File: src/rtl/reg_piso_tx.sv
// Parallel-in serial-out transmitter with a valid/ready load handshake.
// A word is loaded into a shift register, then sent one bit per enabled clock.
// A new word can be taken on the same edge as the last bit, so words follow each other with no gap.
module reg_piso_tx #(
  parameter int WIDTH     = 4,
  parameter bit MSB_FIRST = 1'b1
) (
  input  logic             clk,
  input  logic             rst,
  input  logic [WIDTH-1:0] a,
  input  logic             load_valid,
  output logic             load_ready,
  input  logic             shift_en,
  output logic             sdo,
  output logic             sdo_valid,
  output logic             frame,
  output logic             busy,
  output logic             done
);

  localparam int CW = $clog2(WIDTH);
  localparam logic [CW-1:0] CNT_TOP = CW'(WIDTH - 1);

  typedef enum logic {
    IDLE  = 1'b0,
    SHIFT = 1'b1
  } state_e;

  state_e           state_q, state_d;
  logic [WIDTH-1:0] shift_reg_q, shift_reg_d;
  logic [CW-1:0]    bit_cnt_q, bit_cnt_d;
  logic             done_q, done_d;

  logic             last_bit;
  logic             consume;
  logic             load_fire;
  logic [WIDTH-1:0] shifted;

  // In SHIFT a word is accepted only on the edge that consumes its last bit.
  // This keeps a stalled last bit from being overwritten.
  always_comb begin
    last_bit  = (state_q == SHIFT) && (bit_cnt_q == '0);
    consume   = (state_q == SHIFT) && shift_en;
    load_fire = load_valid && ((state_q == IDLE) || (last_bit && shift_en));
    shifted   = MSB_FIRST ? {shift_reg_q[WIDTH-2:0], 1'b0}
                          : {1'b0, shift_reg_q[WIDTH-1:1]};
  end

  // NOTE: sequential state uses non-blocking assignments so every flop samples pre-edge values.
  always_ff @(posedge clk or negedge rst) begin
    if (!rst) begin
      state_q     <= IDLE;
      shift_reg_q <= '0;
      bit_cnt_q   <= '0;
      done_q      <= 1'b0;
    end else begin
      state_q     <= state_d;
      shift_reg_q <= shift_reg_d;
      bit_cnt_q   <= bit_cnt_d;
      done_q      <= done_d;
    end
  end

  // NOTE: every combinational output gets a default first, so no path can infer a latch.
  always_comb begin
    state_d     = state_q;
    shift_reg_d = shift_reg_q;
    bit_cnt_d   = bit_cnt_q;
    done_d      = consume && last_bit;
    if (load_fire) begin
      state_d     = SHIFT;
      shift_reg_d = a;
      bit_cnt_d   = CNT_TOP;
    end else if (consume) begin
      shift_reg_d = shifted;
      if (last_bit) begin
        state_d = IDLE;
      end else begin
        bit_cnt_d = bit_cnt_q - CW'(1);
      end
    end
  end

  always_comb begin
    load_ready = (state_q == IDLE) || last_bit;
    busy       = (state_q == SHIFT);
    sdo_valid  = busy;
    frame      = busy && (bit_cnt_q == CNT_TOP);
    sdo        = 1'b0;
    if (busy) begin
      sdo = MSB_FIRST ? shift_reg_q[WIDTH-1] : shift_reg_q[0];
    end
    done = done_q;
  end

endmodule

File: config.mk
export PLATFORM = sky130hd
export DESIGN_NAME = reg_piso_tx
export DESIGN_NICKNAME = d
export VERILOG_FILES = /design/src/rtl/reg_piso_tx.sv
export SDC_FILE = /design/constraint.sdc
export NUM_CORES = 1
export LEC_CHECK = 0
export CORE_AREA = 4 4 41 43
export DETAILED_ROUTE_END_ITERATION = 10
export DIE_AREA = 0 0 45 47
export PLACE_DENSITY = 0.69
export SKIP_LAST_GASP = 1
export SYNTH_ARGS = -nofsm -noshare
export SYNTH_HDL_FRONTEND = slang
export SYNTH_SLANG_ARGS = --single-unit
File: constraint.sdc
create_clock -name clk -period 1.5 [get_ports clk]
set_input_delay 0.225 -clock clk [delete_from_list [all_inputs] [get_ports clk]]
set_output_delay 0.225 -clock clk [all_outputs]
set_load 0.05 [all_outputs]
==> flow_metrics.py, run 1 <==
metrics = {
    "floorplanning": {
        "die-area_sq_um": 2120,
        "io_pins": 14,
        "rows": 13,
        "die_y_um": 47,
        "die_w_um": 45,
        "core_area_sq_um": 1300,
        "start_util_pct": 40.5,
    },
    "cells_and_area": {
        "area_delta_synth_final_pct": 56.3,
        "nets": 88,
        "drive_gt1_share_pct": 41.6,
        "layout_common_cells": "11 x buf_4, 7 x dfrtp_1, 7 x clkdlybuf4s50_1",
        "final_cells": 92,
        "final_common_cell": "buf_4",
        "diodes": 0,
        "finalInstanceArea_sq_um": 823,
    },
    "timing": {
        "fin_setup_tns_ns": 0,
        "setup_viol": 0,
        "drv_slew": 0,
        "period_minus_slack_ns": 1.45,
        "finalCritPeriodShare_pct": 96.7,
        "finalHoldViolCount": 0,
        "clock_skew_ns": 0.00390,
        "tightest_slew_ns": 0.389,
        "final.setup.worst_slack_ns": 0.0489,
        "slew_headroom_pct": 74.0,
        "fin_hold_ws_ns": 0.245,
        "fmax_mhz": 689,
    },
    "power_and_ir_drop": {
        "sw_frac_of_total_pct": 40.3,
        "pwr-share-seq_pct": 22.6,
        "switchingPower_mw": 0.639,
        "power.density_nw_per_um2": 1930,
        "leakage_nw": 0.392,
        "max-vdd-ir-drop_v": 0.00113,
        "comb_power_share_pct": 65.7,
        "clkPwrFrac_pct": 11.7,
        "p_int_mw": 0.946,
    },
    "clock_tree": {
        "clock-sinks": 8,
        "path_clk_slew_ns": 0.06,
        "cts_max_level": 1,
        "holdBufCountCts": 0,
        "clk_path_buf_depth": 2,
        "clk_latency_ns": 0.26,
        "tritoncts": "yes",
        "numCtsBuffers": 3,
        "cts-root-buf": "clkbuf_4",
    },
    "worst_setup_path": {
        "critical_path_class": "flop to primary output",
        "reg2reg_to": "shift_reg_q[2]",
        "cp_data_required_time_ns": 1.27,
        "timing.rr.start": "bit_cnt_q[1]",
        "reg2regPathDepth": 6,
        "cp_max_fo": 3,
        "cp-start-kind": "flop",
        "r2r_setup_slack_ns": 0.18,
        "crit_arrival_ns": 1.23,
        "cp-end-kind": "primary output",
    },
    "drt": {
        "drc": 0,
        "drt-initial-drc-count": 3,
        "routed_wl_um": 1330,
        "vias": 493,
        "via_per_inst": 5.36,
        "wl_per_cell_um": 14.5,
        "drtAntennaViolNets": 0,
        "drt_first_pass_iters": 4,
    },
    "place": {
        "dp.cells": 82,
        "place_area_sq_um": 733,
        "io_buffers": 13,
        "pre_cts_ws_ns": -0.0261,
        "gp_congestion": 0.705,
    },
    "outcome": {
        "status": "finished clean",
    },
    "grt": {
        "overflow": 0,
        "grt_pass1_wl_um": 2050,
        "track_usage_pct": 14.3,
        "grt_pass1_vias": 471,
        "antenna_found_initial": 0,
        "grt_max_degree": 13,
    },
    "synthesis": {
        "synth_seq_cells": 8,
        "yosysTopAreaCell": "dfrtp_1",
        "synth_edf_count": 0,
        "synth.area.top_cells": "dfrtp_1 38%, mux2i_1 5.7%, mux2_4 5.7%",
        "synthesis.area_sq_um": 527,
        "ys_seq_area_share_pct": 38.0,
        "syn_avg_cell_area_sq_um": 9.94,
        "synth-main-ff-cell": "dfrtp_1",
        "synth_top_cell_area_share_pct": 38.0,
        "ys_types": 26,
        "synth_nets": 63,
        "async_reset_ff_share_pct": 100,
        "yosys_warnings": 0,
        "synth_cells": 53,
    },
    "worst_hold_path": {
        "hp-class": "input pin to asynchronous set/reset pin",
    },
    "flow_run": {
        "cap_violations": 0,
    },
}
==> layout make-up <==
| class | count | area [sq um] |
|---|---|---|
| Timing Repair Buffer | 24 | 264 |
| Sequential cell | 8 | 201 |
| Tap cell | 15 | 18.8 |
| Multi-Input combinational cell | 37 | 298 |
| Inverter | 4 | 15.0 |
| Clock buffer | 4 | 26.3 |
| Fill cell | 107 | 478 |
==> power groups by stage <==
| stage | Clock (mW) | Combinational (mW) | Sequential (mW) |
|---|---|---|---|
| 6_report | 0.186 | 1.04 | 0.358 |
| 5_1_grt | 0.213 | 1.11 | 0.366 |
| 4_1_cts | 0.194 | 0.974 | 0.352 |
| 3_5_place_dp | 0 | 0.865 | 0.367 |
| 3_3_place_gp | 0 | 0.845 | 0.366 |
| 2_1_floorplan | 0 | 0.493 | 0.378 |
==> cell families (layout without fill, tap and decap cells) <==
family,count (synthesis),after routing,synth area share [%]
buffers and inverters,8,32,8.31
multiplexers,5,5,11.4
adder cells (fa/ha/maj),2,2,4.75
AND/OR/NAND/NOR,18,18,22.3
flip-flops,8,8,38.0
AO/OA/AOI/OAI,12,12,15.2
==> cell usage after synthesis, types with 2 or more instances <==
cell type  instances
ha_1               2
and2_1             2
o21ai_0            2
o22ai_1            2
mux2_4             2
dfrtp_1            8
nor2b_1            2
buf_2              2
nand2b_1           4
inv_1              4
mux2i_1            3
a21oi_1            4
nor3_1             2
nand3b_1           2
==> worst max-delay path: stages (launching register included) <==
cell and delay (ns):
dfrtp_1 0.40, inv_1 0.06, ha_2 0.19, nor2b_4 0.12, inv_2 0.05, buf_12 0.14
==> metal layers <==
layer | vias up | part of all wire, % | wire length (um) | global-route usage (%)
met2 | 18 | 53 | 712 | 23.2
met3 | 6 | 5.0 | 66 | 6.51
li1 | 235 | - | - | -
met1 | 234 | 39 | 524 | 15.3
met4 | 0 | 2.2 | 29 | 8.77
met5 | - | 0 | 0 | 0
==> sequential cells by signal (all words and copies together) (netlist names) <==
name and count:
bit_cnt_q 2, busy 1, done 1, shift_reg_q 4
==> timing repair <==
item,in CTS,in global routing
buffers inserted,5,1
setup endpoints to repair,1,2
gates resized for setup,1,6
==> per-stage QoR <==
| stage | power [mW] | utilization (%) |
|---|---|---|
| after floorplan | 0.871 | - |
| after CTS | 1.52 | 61.4 |
| after detailed placement | 1.23 | 56.3 |
| final | 1.59 | 63.3 |
| after global placement | 1.21 | 56.3 |
| after global routing | 1.69 | 63.3 |
==> worst max path at each step <==
stage,from,end,slack (ns)
2_1_floorplan,busy,sdo,0.05
6_report,bit_cnt_q[1],load_ready,0.05
5_1_grt,bit_cnt_q[1],load_ready,-0.02
3_3_place_gp,load_valid,shift_reg_q[2],0.02
4_1_cts,bit_cnt_q[0],frame,0.002
3_5_place_dp,load_valid,shift_reg_q[0],-0.03
No activity file was read; power rests on OpenSTA's default activity.
==> run 2: changes to the inputs <==
- CORE_AREA: 4 4 41 43 -> 2 2 39 41
- DIE_AREA: 0 0 45 47 -> 0 0 41 43
- REMOVE_ABC_BUFFERS: default -> 1
==> flow_metrics.py, run 2 (synthesis results as in run 1) <==
metrics = {
    "outcome": {
        "status": "finished clean",
    },
    "worst_setup_path": {
        "cp_data_required_time_ns": 1.27,
        "reg2regPathDepth": 6,
        "r2r_setup_slack_ns": 0.24,
        "crit_arrival_ns": 1.24,
        "cp-end-kind": "primary output",
        "cp-start-kind": "flop",
        "timing.rr.start": "bit_cnt_q[0]",
        "max_stage_delay_ns": 0.38,
        "cp_num_cells": 4,
        "critical_path_buf_inv_count": 2,
        "reg2reg_to": "shift_reg_q[1]",
        "cp_max_fo": 4,
        "critical-path-top-delay-family": "flip-flops",
        "critical_path_class": "flop to primary output",
        "cp_slowest_cell": "dfrtp_1",
        "cp_cell_sequence": "buf_4 -> ha_1 -> and2_4 -> buf_12",
    },
    "place": {
        "gp_congestion": 0.772,
        "io_buffers": 13,
        "dp.cells": 84,
        "dp_hpwl_um": 882,
    },
    "timing": {
        "drv_slew": 0,
        "clock_skew_ns": 0.00789,
        "period_minus_slack_ns": 1.46,
        "finalCritPeriodShare_pct": 97.4,
        "fin_setup_tns_ns": 0,
        "rsz0062_at_grt": "yes",
        "tightest_slew_ns": 0.355,
        "fin_hold_ws_ns": 0.247,
        "fmax_mhz": 684,
        "finalHoldViolCount": 0,
        "slew_headroom_pct": 76.3,
        "setup_viol": 0,
    },
    "grt": {
        "grt_max_degree": 12,
        "track_usage_pct": 14.7,
        "antenna_found_initial": 0,
        "overflow": 0,
        "grt_pass1_wl_um": 1730,
        "grt_pass1_vias": 428,
    },
    "floorplanning": {
        "die_w_um": 41,
        "start_util_pct": 38.1,
        "core_area_sq_um": 1380,
        "rows": 14,
        "die-area_sq_um": 1760,
        "io_pins": 14,
        "die_y_um": 43,
    },
    "cells_and_area": {
        "reg_top3": "shift_reg_q: 4 flops, bit_cnt_q: 2 flops",
        "diodes": 0,
        "largest_register": "shift_reg_q",
        "nets": 86,
        "area_delta_synth_final_pct": 50.6,
        "layout_common_cells": "10 x buf_4, 8 x dfrtp_1, 7 x clkdlybuf4s50_1",
        "largest_reg_flops": 4,
        "final_common_cell": "buf_4",
        "drive_gt1_share_pct": 36.5,
        "nFillCells": 120,
        "final_cells": 90,
    },
    "drt": {
        "routed_wl_um": 1180,
        "via_per_inst": 5.20,
        "vias": 468,
        "drt-initial-drc-count": 14,
        "drtAntennaViolNets": 0,
        "drt_first_pass_iters": 4,
        "drc": 0,
        "wl_per_cell_um": 13.1,
    },
    "clock_tree": {
        "path_clk_slew_ns": 0.05,
        "tritoncts": "yes",
        "numCtsBuffers": 3,
        "clock-sinks": 8,
        "cts-root-buf": "clkbuf_4",
        "clk_latency_ns": 0.25,
        "holdBufCountCts": 0,
        "cts_max_level": 1,
        "clk_path_buf_depth": 2,
    },
    "power_and_ir_drop": {
        "total_power_mw": 1.49,
        "leakage_nw": 0.376,
        "power.density_nw_per_um2": 1880,
        "max-vdd-ir-drop_v": 0.000744,
    },
    "flow_run": {
        "cap_violations": 0,
    },
    "worst_hold_path": {
        "hp-class": "input pin to asynchronous set/reset pin",
    },
}
[run 2: worst register-to-register path, cell delays in order (launching register included)]
cell and delay, ns:
dfrtp_1 0.38, inv_1 0.06, ha_2 0.20, buf_4 0.13, nand2_2 0.08, and4b_1 0.22, nor3_2 0.11
[run 2: what timing repair did]
| action | CTS | global route |
|---|---|---|
| endpoints found under the setup margin | 1 | 2 |
| gates resized for setup | 1 | 2 |
| setup buffers | 3 | 0 |
[run 2: area by class of cell]
type	instances	area (sq um)	share of cell area [%]
Multi-Input combinational cell	37	290	36.6
Timing Repair Buffer	22	245	30.9
Sequential cell	8	200	25.2
Clock buffer	3	22.5	2.84
Tap cell	16	20.0	2.52
Inverter	4	15.0	1.89
[run 2: worst max path at each step]
| stage | end | from | slack (ns) |
|---|---|---|---|
| floorplan | sdo | busy | -0.38 |
| CTS | frame | bit_cnt_q[0] | 0.003 |
| detailed placement | shift_reg_q[0] | load_valid | -0.02 |
| global route | frame | bit_cnt_q[0] | -0.02 |
| global placement | shift_reg_q[3] | load_valid | -0.008 |
| finish | frame | bit_cnt_q[0] | 0.04 |
[run 2: per-stage QoR]
step / util (%) / setup WS (ns) / area [sq um]
2_1_floorplan: - / -0.375 / 498
3_3_place_gp: 53.5 / -0.00787 / 741
3_5_place_dp: 53.5 / -0.0206 / 741
4_1_cts: 57.0 / 0.00295 / 788
5_1_grt: 57.3 / -0.0199 / 793
6_report: 57.3 / 0.0385 / 793
[run 2: metal layers]
layer | global-route usage, % | vias to the layer above | wire [um]
met4 | 4.00 | 0 | 5
met3 | 7.85 | 2 | 57
li1 | - | 228 | -
met2 | 22.5 | 14 | 599
met1 | 17.2 | 224 | 514
met5 | 0 | - | 0
[run 2: report_power, final]
group	switching [mW]	total (mW)	internal [mW]	leakage [nW]
clock network	0.0662	0.157	0.0911	0.0138
logic	0.488	0.992	0.504	0.269
registers	0.0445	0.339	0.294	0.0929
